--- src/rtl/stack_unit.sv ---
// Parametrised LIFO for the datapath: encoded ops (PUSH/POP/REPLACE/DUP/SWAP/CLEAR),
// top/second operand taps, occupancy count and error reporting on rejected ops.
module stack_unit #(
  parameter int WIDTH = 8,
  parameter int DEPTH = 16,
  parameter int AW    = $clog2(DEPTH)
) (
  input  logic             clk,
  input  logic             resetN,
  input  logic [2:0]       op,
  input  logic [WIDTH-1:0] data_in,
  output logic [WIDTH-1:0] data_out,
  output logic [WIDTH-1:0] top,
  output logic [WIDTH-1:0] second,
  output logic [AW:0]      count,
  output logic             full,
  output logic             empty,
  output logic             err,
  output logic             overflow,
  output logic             underflow
);

  localparam logic [2:0] OP_NOP     = 3'b000;
  localparam logic [2:0] OP_PUSH    = 3'b001;
  localparam logic [2:0] OP_POP     = 3'b010;
  localparam logic [2:0] OP_REPLACE = 3'b011;
  localparam logic [2:0] OP_DUP     = 3'b100;
  localparam logic [2:0] OP_SWAP    = 3'b101;
  localparam logic [2:0] OP_CLEAR   = 3'b110;

  localparam logic [AW:0] CNT_ONE   = (AW+1)'(1);
  localparam logic [AW:0] CNT_TWO   = (AW+1)'(2);
  localparam logic [AW:0] CNT_DEPTH = (AW+1)'(DEPTH);

  logic [WIDTH-1:0] mem [DEPTH];

  logic [AW-1:0]    idx_push;
  logic [AW-1:0]    idx_top;
  logic [AW-1:0]    idx_sec;
  logic [WIDTH-1:0] rd_top;
  logic [WIDTH-1:0] rd_sec;

  logic             we_a;
  logic [AW-1:0]    idx_a;
  logic [WIDTH-1:0] wd_a;
  logic             we_b;
  logic [AW-1:0]    idx_b;
  logic [WIDTH-1:0] wd_b;
  logic [AW:0]      count_nxt;
  logic             dout_we;
  logic             reject;
  logic             set_ovf;
  logic             set_udf;
  logic             clr_flags;

  // Indices wrap harmlessly when count is 0 or DEPTH: those reads are gated below
  // and no write is ever issued through a wrapped index.
  assign idx_push = AW'(count);
  assign idx_top  = AW'(count - CNT_ONE);
  assign idx_sec  = AW'(count - CNT_TWO);
  assign rd_top   = mem[idx_top];
  assign rd_sec   = mem[idx_sec];

  assign top    = (count != '0)      ? rd_top : '0;
  assign second = (count >= CNT_TWO) ? rd_sec : '0;
  assign full   = (count == CNT_DEPTH);
  assign empty  = (count == '0);

  always_comb begin
    we_a      = 1'b0;
    idx_a     = idx_push;
    wd_a      = data_in;
    we_b      = 1'b0;
    idx_b     = idx_sec;
    wd_b      = rd_top;
    count_nxt = count;
    dout_we   = 1'b0;
    reject    = 1'b0;
    set_ovf   = 1'b0;
    set_udf   = 1'b0;
    clr_flags = 1'b0;
    case (op)
      OP_PUSH: begin
        if (!full) begin
          we_a      = 1'b1;
          count_nxt = count + CNT_ONE;
        end else begin
          reject  = 1'b1;
          set_ovf = 1'b1;
        end
      end
      OP_POP: begin
        if (!empty) begin
          dout_we   = 1'b1;
          count_nxt = count - CNT_ONE;
        end else begin
          reject  = 1'b1;
          set_udf = 1'b1;
        end
      end
      OP_REPLACE: begin
        // An empty stack turns REPLACE into a plain PUSH.
        we_a = 1'b1;
        if (empty) begin
          count_nxt = count + CNT_ONE;
        end else begin
          idx_a   = idx_top;
          dout_we = 1'b1;
        end
      end
      OP_DUP: begin
        if (empty) begin
          reject  = 1'b1;
          set_udf = 1'b1;
        end else if (full) begin
          reject  = 1'b1;
          set_ovf = 1'b1;
        end else begin
          we_a      = 1'b1;
          wd_a      = rd_top;
          count_nxt = count + CNT_ONE;
        end
      end
      OP_SWAP: begin
        if (count < CNT_TWO) begin
          reject  = 1'b1;
          set_udf = 1'b1;
        end else begin
          we_a  = 1'b1;
          idx_a = idx_top;
          wd_a  = rd_sec;
          we_b  = 1'b1;
        end
      end
      OP_CLEAR: begin
        count_nxt = '0;
        clr_flags = 1'b1;
      end
      default: ;
    endcase
  end

  // Storage has no reset; the reset edge only suppresses writes.
  always_ff @(posedge clk) begin
    if (resetN) begin
      if (we_a) mem[idx_a] <= wd_a;
      if (we_b) mem[idx_b] <= wd_b;
    end
  end

  always_ff @(posedge clk) begin
    if (!resetN) begin
      count     <= '0;
      data_out  <= '0;
      err       <= 1'b0;
      overflow  <= 1'b0;
      underflow <= 1'b0;
    end else begin
      count <= count_nxt;
      err   <= reject;
      if (dout_we) data_out <= rd_top;
      overflow  <= !clr_flags && (overflow  || set_ovf);
      underflow <= !clr_flags && (underflow || set_udf);
    end
  end

endmodule

--- config.mk ---
export PLATFORM = sky130hd
export DESIGN_NAME = stack_unit
export DESIGN_NICKNAME = d
export VERILOG_FILES = /design/src/rtl/stack_unit.sv
export SDC_FILE = /design/constraint.sdc
export NUM_CORES = 1
export LEC_CHECK = 0
export CAP_MARGIN = 5
export CELL_PAD_IN_SITES_DETAIL_PLACEMENT = 2
export CELL_PAD_IN_SITES_GLOBAL_PLACEMENT = 2
export CORE_MARGIN = 1
export CORE_UTILIZATION = 38
export DETAILED_ROUTE_END_ITERATION = 10
export HOLD_SLACK_MARGIN = 0.15
export PLACE_DENSITY_LB_ADDON = 0.2
export SLEW_MARGIN = 10
export SYNTH_ARGS = -nofsm -noshare
export SYNTH_HDL_FRONTEND = slang
export SYNTH_SLANG_ARGS = --single-unit
export TNS_END_PERCENT = 100
--- constraint.sdc ---
create_clock -name clk -period 3.7 [get_ports clk]
set_clock_uncertainty 0.05 [all_clocks]
set_input_delay 0.74 -clock clk [delete_from_list [all_inputs] [get_ports clk]]
set_output_delay 0.74 -clock clk [all_outputs]
set_load 0.1 [all_outputs]
==> Yosys cells after proc, flatten, opt, wreduce, memory -nomap -nowiden <==
Memories as Yosys holds them, arrays and structs flattened.
Index checks and enable logic that the tools add are counted.
{ "classes": {"magnitude_cmp": 2, "n_reduce_logical": 11, "n_addsub": 3, "eq_ne": 10, "mux": 36} }
{ "op_table": {"columns": ["cell", "n"], "rows": [
  ["8-bit 2-to-1 mux", 5],
  ["5-bit case mux with 5 select lines", 1],
  ["5-bit 2-to-1 mux", 4],
  ["1-bit 2-to-1 mux", 18],
  ["8-bit case mux with 2 select lines", 1],
  ["5-bit nonzero test", 2],
  ["3-bit == test (second input constant)", 3],
  ["4-bit 2-to-1 mux", 2],
  ["1-bit case mux with 4 select lines", 2],
  ["4-bit case mux with 2 select lines", 1],
  ["3-bit by 2-bit == test with 1-bit output (second input constant)", 2],
  ["2-bit != test (second input constant)", 3],
  ["5-bit by 1-bit adder with 5-bit output (second input constant)", 1],
  ["5-bit == test (second input constant)", 1],
  ["5-bit by 2-bit >= comparator with 1-bit output (second input constant)", 1],
  ["5-bit logical NOT", 1],
  ["5-bit by 2-bit < comparator with 1-bit output (second input constant)", 1],
  ["5-bit by 1-bit subtractor with 5-bit output (second input constant)", 1],
  ["1-bit case mux with 2 select lines", 2],
  ["4-bit AND reduction", 1],
  ["2-bit OR reduction", 2],
  ["4-bit by 2-bit subtractor with 4-bit output (second input constant)", 1],
  ["3-bit by 1-bit == test with 1-bit output (second input constant)", 1],
  ["1-bit logical AND", 2],
  ["other kinds (2)", 3]
]} }
{ "word_totals": {"register_bits": 16, "elab_cells": 68, "ramBits": 128, "output_inout_bits": 34, "input_bits": 13, "n_memories": 1} }
{ "memory_table": {"columns": ["memory", "words", "width", "read_ports", "rd_ports_with_merged_regs", "write_ports", "line_no", "rtl"], "rows": [
  ["mem", 16, 8, 2, 0, 2, "35", "logic [WIDTH-1:0] mem [DEPTH];"]
]} }

==> Depth between registers and ports, before layout <==
{ "logic_depth": {"depth_word": 7, "mapped_depth": 15, "mapped_depth_nobuf": 8} }

==> Worst setup path before layout <==
No wires, ideal clock.
{ "synth_timing": {"path_type": "register to output", "from": "register count[1]", "to": "output top[7]", "path_stages_with_launch": 14, "required_time_ns": 2.910, "path_buffers": 6, "slack_ns": -1.875, "t_arrival_ns": 4.785, "cell_sequence": "dfxtp_1 buf_2 buf_1 inv_1 ha_1 buf_6 xor2_2 buf_6 buf_6 mux2i_1 a221oi_2 a32oi_4 buf_4 nor2_1"} }
{ "synth_via": {"elab_chain_cells": 3, "elab_cells_between_ends": 4, "cone_classes": "add/sub (1); mux (1); reduce/logical (1); memory (1)"} }
{ "synth_rtl": {"columns": ["element", "line_no", "rtl"], "rows": [
  ["from (decl)", "15", "output logic [AW:0] count,"],
  ["from (signal assigned)", "159", "count <= count_nxt;"],
  ["5-bit by 1-bit subtractor with 5-bit output", null, null],
  ["memory 16 x 8 bit", null, null],
  ["8-bit 2-to-1 mux *", "64", "assign top = (count != '0) ? rd_top : '0;"],
  ["to (decl)", "13", "output logic [WIDTH-1:0] top,"]
]} }
Every way passes the cells marked *; elsewhere a longest branch is shown, timed or not.

==> Worst setup path in the final report <==
{ "layout_timing": {"from": "register count[1]", "to": "output top[2]"} }
Same word-level chain as after synthesis.

==> impl_metrics.toml <==
[run_status]
status = "complete, but fails checks"
violations = "setup timing"

[clock_tree]
clock_sinks = 144
htree_levels = 4
numCtsBuffers = 17
clk_latency_ns = 0.45
clockBufferDepth = 2
cts_tree = "yes"
cts_root_buffer = "clkbuf_16"
clkSlewWorstSetupHoldPaths_ns = 0.07

[timing]
setup_violations = 7
relSlewSlack_pct = 33.95
fmax_mhz = 267.1
fin_crit_ns = 3.743
fin_ws_ns = -0.04330
tightestPinTransition_ns = 0.9876
rsz0062_at_grt = "yes"
fin_crit_sh_pct = 101.2
final_max_slew_viol_count = 0
hold_viol = 0

[critical_path]
startpoint_type = "flip-flop"
cp_slowest_cell = "mux4_2"
cp_top_family = "multiplexers"
path_buf_inv = 5
worstPathRequired_ns = 2.91
cp-end-kind = "output port"
crit_path_max_fanout = 5
crit_chain = "inv_4, ha_4, xor2_4, buf_4, buf_12, buf_16, mux4_2, mux2_4, a32oi_4, nor2_4, buf_12"
crit_path_frequent_cell = "buf_12"
critPathArrivalTime_ns = 2.95
worstSetupPathType = "reg2out"
slowest_delay_ns = 0.49

[power_and_ir_drop]
switchingPower_mw = 4.364
p_sw_share_pct = 47.91
p_total_mw = 9.109
p_int_mw = 4.745
p_leak_nw = 3.893
seq_power_share_pct = 21.3
p_clk_share_pct = 18.7
p_comb_share_pct = 60.0
power_density_nw_per_um2 = 798.1
vdd_drop_max_v = 0.0006949

[layout]
nets = 845
syn_to_final_growth_pct = 26.12
fin_cells = 1156
drive_above_1_share_pct = 31.18
diodes = 0
fillers = 2284

[logic_synthesis]
synth.top_cells.by_area = "edfxtp_1 (42%), mux4_2 (11%), o221ai_1 (7.1%), o22ai_1 (4.1%), mux2i_1 (3.9%)"
synthFlopType = "edfxtp_1"
syn_nets = 751
synth_common_cells = "edfxtp_1 (128), o221ai_1 (73), nand2_1 (64), o22ai_1 (60), mux4_2 (44)"
synth.distinct_cells = 56
synth_edf_count = 128
syn_area_per_cell_um2 = 12.40
synth_cells = 730
synth_top_cell_by_area = "edfxtp_1"
ys_ff_latch = 144
yosysMostFrequentCell = "edfxtp_1"
seq_area_frac_synth_pct = 46.01
netlist_area_um2 = 9050
async_reset_ff_share_pct = 0
synth_top_area_share_pct = 42.47
ys.warnings.count = 0

[drt]
drc = 0
totalWireLength_um = 37050
ant_nets = 0
vias = 7668
drtPass1Iterations = 5
via_per_inst = 6.633
drtIter0Drc = 715
post_drt_wl_per_cell_um = 32.05

[placement]
hpwl_um = 27270
place.gp.congestion = 0.9194
numPortBuffers = 46
pre_cts_ws_ns = 0.04951
placed_cells = 1109

[grt]
grt_most_used_layer = "met2"
grt_max_degree = 40
use_met1_pct = 37.29
use_met3_pct = 4.819
grt_pass1_wl_um = 54970
global_route.usage.met2_pct = 56.87
antenna_found_initial = 0
grt_pass1_vias = 8363
overflow = 0
track_usage_pct = 31.60

[die]
num_io_pins = 47
rows = 56
core_um2 = 23400
dieArea_um2 = 24440
die_h_um = 156.3
initial_core_util_pct = 38.67
dieWidth_um = 156.3

[flow_run]
cap_violations = 0

[min_path]
hp-class = "reg2reg"
## flip-flops by register name, summed over array words and instances, names as in the netlist
name	cells
count	5
data_out	8
err	1
mem	128
overflow	1
underflow	1
## power groups by stage
stage | registers [mW] | logic (mW) | clock network, mW
finish | 1.94 | 5.47 | 1.70
CTS | 1.94 | 5.33 | 1.70
detailed placement | 1.98 | 5.00 | 0
global route | 1.94 | 5.62 | 1.77
global placement | 1.97 | 4.86 | 0
floorplan | 2.13 | 3.30 | 0
## repair_timing
| action | CTS | global route |
|---|---|---|
| buffers inserted | 9 | 4 |
| pin swaps | 5 | 11 |
| cloned | 3 | 0 |
| resized for setup | 11 | 17 |
| setup endpoints to repair | 16 | 16 |
| hold buffers | 0 | 0 |
## kinds of logic after synthesis
kind of cell	Yosys count	share of synthesized area [%]
and+or+nand+nor	166	8.710
adders and majority gates	8	1.106
AOI/OAI and AO/OA	229	20.59
DFF	144	46.01
muxes	99	17.97
xor gates and xnor gates	10	1.217
buffers and inverters	74	4.397
## worst min-delay path: cells and delay by family, from the launching register on
kind             cells  cell delay (ns)
AND/OR/NAND/NOR      1             0.08
AO/OA/AOI/OAI        1             0.07
flip-flops           1             0.34
## final timing paths
kind	from	endpoint	slack, ns	depth (start not counted)
max	count[1]	top[2]	-0.04	11
min	underflow	underflow	0.47	2
max reg2reg	count[0]	mem[12][3]	0.26	7
min reg2reg	underflow	underflow	0.47	2
## routing by layer
layer | part of all wire [%] | up-vias
li1 | - | 3223
met1 | 39 | 4030
met2 | 53 | 326
met3 | 5.1 | 89
met4 | 3.8 | 0
met5 | 0 | -
## placed cells by master, fill, tap and decap left out, types with 16 or more instances in the layout
cell type,count
a21oi_1,20
buf_12,22
buf_4,90
clkbuf_16,17
clkdlybuf4s50_1,24
edfxtp_1,128
mux2i_1,34
mux4_2,45
nand2_1,64
nand3_1,19
nor2_1,17
nor2_4,16
o21ai_0,22
o221ai_1,73
o22ai_1,60
## metrics by stage
step	TNS, ns	hold WS [ns]	util [%]	area, µm²
floorplan	-1.085	0.8181	-	9301
global placement	0	0.4381	44.96	10520
detailed placement	0	0.4524	44.96	10520
CTS	-0.9602	0.4732	48.37	11320
global route	-0.4647	0.5037	48.77	11410
finish	-0.1959	0.4743	48.77	11410
## area by class of cell
| class | count | area (µm²) | share of cell area, % |
|---|---|---|---|
| Timing Repair Buffer | 142 | 1476 | 12.94 |
| Clock buffer | 17 | 425.4 | 3.727 |
| Multi-Input combinational cell | 512 | 4763 | 41.73 |
| Tap cell | 319 | 399.1 | 3.497 |
| Sequential cell | 144 | 4175 | 36.58 |
| Clock inverter | 15 | 142.6 | 1.250 |
| Inverter | 7 | 31.28 | 0.2741 |
(Power assumes the default switching activity.)
